[src/rtl/pc_adder_arb_pkg.sv]
// pc_adder_arb_pkg: shared definitions for the PC adder arbiter slice.
//   DEFAULT_WIDTH : default operand/result width in bits.
//   req_id_t      : requester id (1 bit).
//   REQ_SEQ       : id of the sequential PC+4 requester.
//   REQ_BR        : id of the branch-target requester.
package pc_adder_arb_pkg;

  localparam int DEFAULT_WIDTH = 16;

  typedef logic req_id_t;

  localparam req_id_t REQ_SEQ = 1'b0;
  localparam req_id_t REQ_BR  = 1'b1;

endpackage

[src/rtl/adder16.sv]
// adder16: the shared unsigned adder used in the branch/fetch path.
// The carry-out is discarded, so the sum wraps modulo 2^WIDTH.
// Ports:
//   a, b : operands.
//   sum  : (a + b) mod 2^WIDTH.
module adder16 #(
  parameter int WIDTH = 16
) (
  input  logic [WIDTH-1:0] a,
  input  logic [WIDTH-1:0] b,
  output logic [WIDTH-1:0] sum
);

  assign sum = a + b;

endmodule

[src/rtl/pc_adder_arbiter_rr_arb2.sv]
// rr_arb2: combinational two-way round-robin grant.
// When both requesters are valid, the one that did not win last time is
// granted. flush suppresses every grant. The last_grant register lives in
// the parent, which updates it only on an actual transfer.
// Ports:
//   valid0, valid1 : requester valids.
//   last_grant     : id granted on the most recent transfer.
//   flush          : kill; forces both grants low.
//   grant0, grant1 : one-hot (or zero) grant.
module rr_arb2
  import pc_adder_arb_pkg::*;
(
  input  logic    valid0,
  input  logic    valid1,
  input  req_id_t last_grant,
  input  logic    flush,
  output logic    grant0,
  output logic    grant1
);

  // On a tie, requester 0 wins only if requester 1 had the last grant.
  assign grant0 = !flush && valid0 && (!valid1 || (last_grant == REQ_BR));
  assign grant1 = !flush && valid1 && (!valid0 || (last_grant == REQ_SEQ));

endmodule

[src/rtl/pc_adder_arbiter.sv]
// pc_adder_arbiter: shares one adder between the sequential PC+4 requester
// (id 0) and the branch-target requester (id 1).
// Two-stage pipeline: stage 1 latches the granted operands, stage 2 adds
// them and registers the sum with a one-cycle response-valid pulse tagged by
// requester. flush kills everything in flight without touching resp_sum or
// the round-robin pointer.
//
// Handshake: a transfer happens on reqN_valid && reqN_ready at a rising
// edge. reqN_ready is combinational from both valids, flush and last_grant
// only; requesters hold valid and operands stable until ready. Responses
// have no backpressure, so one request is accepted per cycle at most.
//
// Optional build macro PC_ADDER_ARBITER_OVF_EN adds resp_ovf, the signed
// two's-complement overflow of the registered add.
//
// Ports:
//   clk, rst               : clock, asynchronous active-high reset.
//   flush                  : synchronous kill of in-flight operations.
//   req0_valid/a/b/ready   : sequential requester.
//   req1_valid/a/b/ready   : branch requester.
//   resp0_valid/resp1_valid: one-cycle pulse naming the owner of resp_sum.
//   resp_sum               : registered sum, held when no response is valid.
//   resp_ovf               : (PC_ADDER_ARBITER_OVF_EN only) signed overflow.
module pc_adder_arbiter
  import pc_adder_arb_pkg::*;
#(
  parameter int WIDTH = DEFAULT_WIDTH
) (
  input  logic             clk,
  input  logic             rst,
  input  logic             flush,
  input  logic             req0_valid,
  input  logic [WIDTH-1:0] req0_a,
  input  logic [WIDTH-1:0] req0_b,
  output logic             req0_ready,
  input  logic             req1_valid,
  input  logic [WIDTH-1:0] req1_a,
  input  logic [WIDTH-1:0] req1_b,
  output logic             req1_ready,
  output logic             resp0_valid,
  output logic             resp1_valid,
  output logic [WIDTH-1:0] resp_sum
`ifdef PC_ADDER_ARBITER_OVF_EN
  ,
  output logic             resp_ovf
`endif
);

  req_id_t          last_grant;
  logic             s1_valid;
  req_id_t          s1_id;
  logic [WIDTH-1:0] s1_a;
  logic [WIDTH-1:0] s1_b;
  logic [WIDTH-1:0] add_sum;
  logic             xfer;
  req_id_t          grant_id;

  rr_arb2 u_arb (
    .valid0     (req0_valid),
    .valid1     (req1_valid),
    .last_grant (last_grant),
    .flush      (flush),
    .grant0     (req0_ready),
    .grant1     (req1_ready)
  );

  // Grants are one-hot, so the winner's id is simply grant1.
  assign xfer     = req0_ready || req1_ready;
  assign grant_id = req1_ready ? REQ_BR : REQ_SEQ;

  adder16 #(
    .WIDTH (WIDTH)
  ) u_add (
    .a   (s1_a),
    .b   (s1_b),
    .sum (add_sum)
  );

  always_ff @(posedge clk or posedge rst) begin
    if (rst) begin
      last_grant  <= REQ_BR;  // requester 0 wins the first tie
      s1_valid    <= 1'b0;
      s1_id       <= REQ_SEQ;
      s1_a        <= '0;
      s1_b        <= '0;
      resp0_valid <= 1'b0;
      resp1_valid <= 1'b0;
      resp_sum    <= '0;
    end else if (flush) begin
      // Ready is low during flush, so nothing new enters; kill stage 1 and
      // the pending response. resp_sum and last_grant keep their values.
      s1_valid    <= 1'b0;
      resp0_valid <= 1'b0;
      resp1_valid <= 1'b0;
    end else begin
      s1_valid <= xfer;
      if (xfer) begin
        last_grant <= grant_id;
        s1_id      <= grant_id;
        s1_a       <= req0_ready ? req0_a : req1_a;
        s1_b       <= req0_ready ? req0_b : req1_b;
      end
      resp0_valid <= s1_valid && (s1_id == REQ_SEQ);
      resp1_valid <= s1_valid && (s1_id == REQ_BR);
      if (s1_valid) begin
        resp_sum <= add_sum;
      end
    end
  end

`ifdef PC_ADDER_ARBITER_OVF_EN
  // Signed overflow: operands share a sign that the sum does not.
  logic ovf_next;
  assign ovf_next = (s1_a[WIDTH-1] == s1_b[WIDTH-1]) &&
                    (add_sum[WIDTH-1] != s1_a[WIDTH-1]);

  always_ff @(posedge clk or posedge rst) begin
    if (rst) begin
      resp_ovf <= 1'b0;
    end else if (flush) begin
      resp_ovf <= 1'b0;
    end else if (s1_valid) begin
      resp_ovf <= ovf_next;
    end
  end
`endif

endmodule

[config.mk]
export PLATFORM = sky130hd
export DESIGN_NAME = pc_adder_arbiter
export DESIGN_NICKNAME = d
export VERILOG_FILES = /design/src/rtl/pc_adder_arb_pkg.sv /design/src/rtl/adder16.sv /design/src/rtl/pc_adder_arbiter_rr_arb2.sv /design/src/rtl/pc_adder_arbiter.sv
export SDC_FILE = /design/constraint.sdc
export NUM_CORES = 1
export LEC_CHECK = 0
export CAP_MARGIN = 20
export CORE_AREA = 5 5 86 88
export DETAILED_ROUTE_END_ITERATION = 6
export DIE_AREA = 0 0 91 93
export PLACE_DENSITY = 0.84
export SYNTH_ARGS = -nofsm -noshare
export SYNTH_HDL_FRONTEND = slang
export SYNTH_SLANG_ARGS = --single-unit
[constraint.sdc]
create_clock -name clk -period 2.5 [get_ports clk]
set_input_delay 0.25 -clock clk [delete_from_list [all_inputs] [get_ports clk]]
set_output_delay 0.25 -clock clk [all_outputs]
set_load 0.02 [all_outputs]
==> impl_metrics.ini, run 1 <==
[place]
dp_hpwl_um = 5520
dp.cells = 469
gp_congestion = 0.862
port_buffers = 88

[worst_setup_path]
cpPeakStageDelay_ns = 0.41
worstPathMaxFanout = 5
cp.required_ns = 2.67
worstSetupPathType = reg -> reg
end_kind = register
critPathSlowestCell = fa_1
start_kind = register
worstPathCellList = ha_1, fa_1, a21o_1, a221o_1, a31oi_2, a2111o_1, o2111ai_1
crit_arrival_ns = 2.41

[global_routing]
globalRouteTotalUtil_pct = 16.4
grt_pass1_vias = 2514
grt_max_degree = 68
overflow = 0
grt_pass1_wl_um = 11600
grt_antenna_before_repair = 0

[sta]
rsz0062_at_grt = no
max_slew_margin_pct = 64.8
setup_viol = 0
final-max-slew-violation-count = 0
tightest_slew_ns = 0.528
timing.final.crit_period_ns = 2.24
clock-skew-final_ns = 0.00762
max_freq_ghz = 0.446
fin_setup_tns_ns = 0
fin_crit_sh_pct = 89.6
finalHoldViolations = 0

[pwr]
comb_power_share_pct = 41.3
clkPwrFrac_pct = 16.9
power_frac_seq_pct = 41.8
power_density_nw_per_um2 = 669
ir_drop_mv = 0.412
power_report.internal_total_mw = 1.76
netSwitchingFraction_pct = 35.0
switching_power_uw = 948
leakagePower_nw = 1.78
p_total_mw = 2.71

[synthesis]
ys_warn_count = 0
synthCells = 311
synthArstFlopShare_pct = 100
ys_seq_area_share_pct = 44.6
syn_nets = 396
syn_area_um2 = 2970
yosysUniqueCellTypes = 44
synthFlopType = dfrtp_1
synth_edf_count = 0
synth_area_per_cell_um2 = 9.56
ys_seq_elements = 53

[cts]
cts_hold_buffers = 0
cts.sinks = 53
cts_tree = built
cts_buffers = 5
clk_latency_ns = 0.30
cts_resized = 0
cts_setup_buffers = 0
clock_path_buffers = 2
clockRootBuffer = clkbuf_8
clk_pin_slew_ns = 0.09
htreeDepth = 2

[final_layout]
stdcell_count = 477
antenna_cells = 0
area_delta_synth_final_pct = 36.1
final_nets = 481
drive_above_1_share_pct = 4.28
num-fill-cells = 548

[routing]
wl_um = 6850
vias = 2585
drtAntennaViolNets = 0
drc = 0
viasPerCell = 5.42
dr.pass1.iters = 5
wl_per_cell_um = 14.4
drt_iter0_drc = 140

[die]
dieArea_um2 = 8460
row_count = 30
start_util_pct = 45.3
core_area_um2 = 6570
ioPinCount = 89
die_h_um = 93
die_x_um = 91

[status]
status = complete, no violations

[run]
maxCapViolCount = 0

[hold_path]
hold_path.class = in -> async
==> final cells by class <==
| type | instances | area (um^2) | area share (%) |
|---|---|---|---|
| Multi-Input combinational cell | 236 | 1570 | 38.8 |
| Sequential cell | 53 | 1330 | 32.8 |
| Timing Repair Buffer | 93 | 943 | 23.3 |
| Tap cell | 80 | 100 | 2.47 |
| Clock buffer | 8 | 80.1 | 1.98 |
| Inverter | 7 | 26.3 | 0.649 |
==> placed cells by master (no fill, tap or decap), types with 2 or more instances in the layout <==
master / Yosys / routed
clkdlybuf4s50_1: 0 / 88
nand2_1: 58 / 58
dfrtp_1: 52 / 52
o21ai_0: 41 / 40
mux2i_1: 33 / 33
ha_1: 15 / 15
a21oi_1: 11 / 11
a21o_1: 8 / 8
nor2_1: 7 / 7
inv_1: 7 / 6
nand4_1: 5 / 5
xor2_1: 5 / 5
nand3_1: 5 / 5
clkbuf_8: 0 / 5
a31oi_1: 4 / 4
and3_1: 4 / 4
nor3_1: 4 / 4
o211ai_1: 4 / 4
xnor2_1: 3 / 3
clkbuf_1: 11 / 3
buf_4: 0 / 3
and2_1: 2 / 2
o31ai_1: 2 / 2
o21ai_1: 2 / 2
or3_1: 2 / 2
buf_12: 0 / 2
==> critical path, delay by kind of cell, from the launching register on <==
family | cells | cell delay [ns]
AO/OA/AOI/OAI | 5 | 1.10
adder cells (fa/ha/maj) | 2 | 0.62
flip-flops | 1 | 0.40
==> cell usage after synthesis (2+ instances only) <==
cell | number | area share, %
o21ai_1 | 2 | 0.34
buf_2 | 4 | 0.67
and3_1 | 4 | 0.84
nor2_1 | 7 | 0.88
nand4_1 | 5 | 1.1
mux2i_1 | 33 | 11
a21oi_1 | 11 | 1.9
xnor2_1 | 3 | 0.88
o21ai_0 | 41 | 6.9
ha_1 | 15 | 6.3
inv_1 | 7 | 0.88
nand2_1 | 58 | 7.3
nand3_1 | 5 | 0.84
and2_1 | 2 | 0.42
a31oi_1 | 4 | 0.84
dfrtp_1 | 52 | 44
or3_1 | 2 | 0.42
o211ai_1 | 4 | 1.0
xor2_1 | 5 | 1.5
nor3_1 | 4 | 0.67
o31ai_1 | 2 | 0.50
clkbuf_1 | 11 | 1.4
o211a_1 | 2 | 0.67
a21o_1 | 8 | 2.0
==> path summary, 6_finish.rpt <==
path,from,endpoint,slack [ns],cells after the start
max in group asynchronous,rst,last_grant,1.92,3
min reg2reg,s1_id,resp0_valid,0.46,1
max,s1_b[0],resp_sum[14],0.26,7
min in group clk,s1_id,resp0_valid,0.46,1
max reg2reg,s1_b[0],resp_sum[14],0.26,7
min,rst,resp_sum[0],0.31,3
==> power by group through the flow <==
stage,sequential (mW),combinational [mW],clock (mW)
final,1.13,1.12,0.459
after global routing,1.15,1.23,0.500
after CTS,1.13,1.12,0.467
after detailed placement,1.15,1.12,0
after global placement,1.14,1.08,0
after floorplan,1.25,0.536,0
==> routing by layer <==
metal	GRT usage, %	wire length [um]	vias up
met5	0	0	-
met4	5.13	129	0
met3	2.90	478	15
met2	27.0	3230	100
met1	22.1	3020	1187
li1	-	-	1283
==> registers in the layout, summed over array words and instances, names as in the netlist <==
name and cells:
last_grant 1, resp0_valid 1, resp1_valid 1, resp_sum 16
s1_a 16, s1_b 16, s1_id 1, s1_valid 1
==> cell families (layout without fill, tap and decap cells) <==
family	count (synthesis)	in the layout	synth area share [%]
compound gates	86	86	17.8
xor+xnor	8	8	2.36
fa+ha+maj	16	16	6.98
buf+inv	22	108	2.95
flops	53	53	44.6
mux	33	33	11.1
simple gates	93	93	14.2
==> per-stage QoR <==
step / hold WS [ns] / util (%) / setup slack [ns] / instance area (um^2)
floorplan: 0.418 / - / 0.416 / 2970
global placement: 0.450 / 60.4 / 0.341 / 3970
detailed placement: 0.447 / 60.4 / 0.285 / 3970
CTS: 0.322 / 61.6 / 0.276 / 4050
global route: 0.341 / 61.6 / 0.172 / 4050
finish: 0.309 / 61.6 / 0.259 / 4050
(Power assumes the default switching activity.)
==> run 2, diff against run 1 <==
--- a/config.mk
+++ b/config.mk
@@ -10,6 +10,7 @@
 export DETAILED_ROUTE_END_ITERATION = 6
 export DIE_AREA = 0 0 91 93
 export PLACE_DENSITY = 0.84
+export SETUP_SLACK_MARGIN = 0.1
 export SYNTH_ARGS = -nofsm -noshare
 export SYNTH_HDL_FRONTEND = slang
 export SYNTH_SLANG_ARGS = --single-unit
==> results of run 2 <==
Final layout, timing and power as in run 1 (identical DEF).
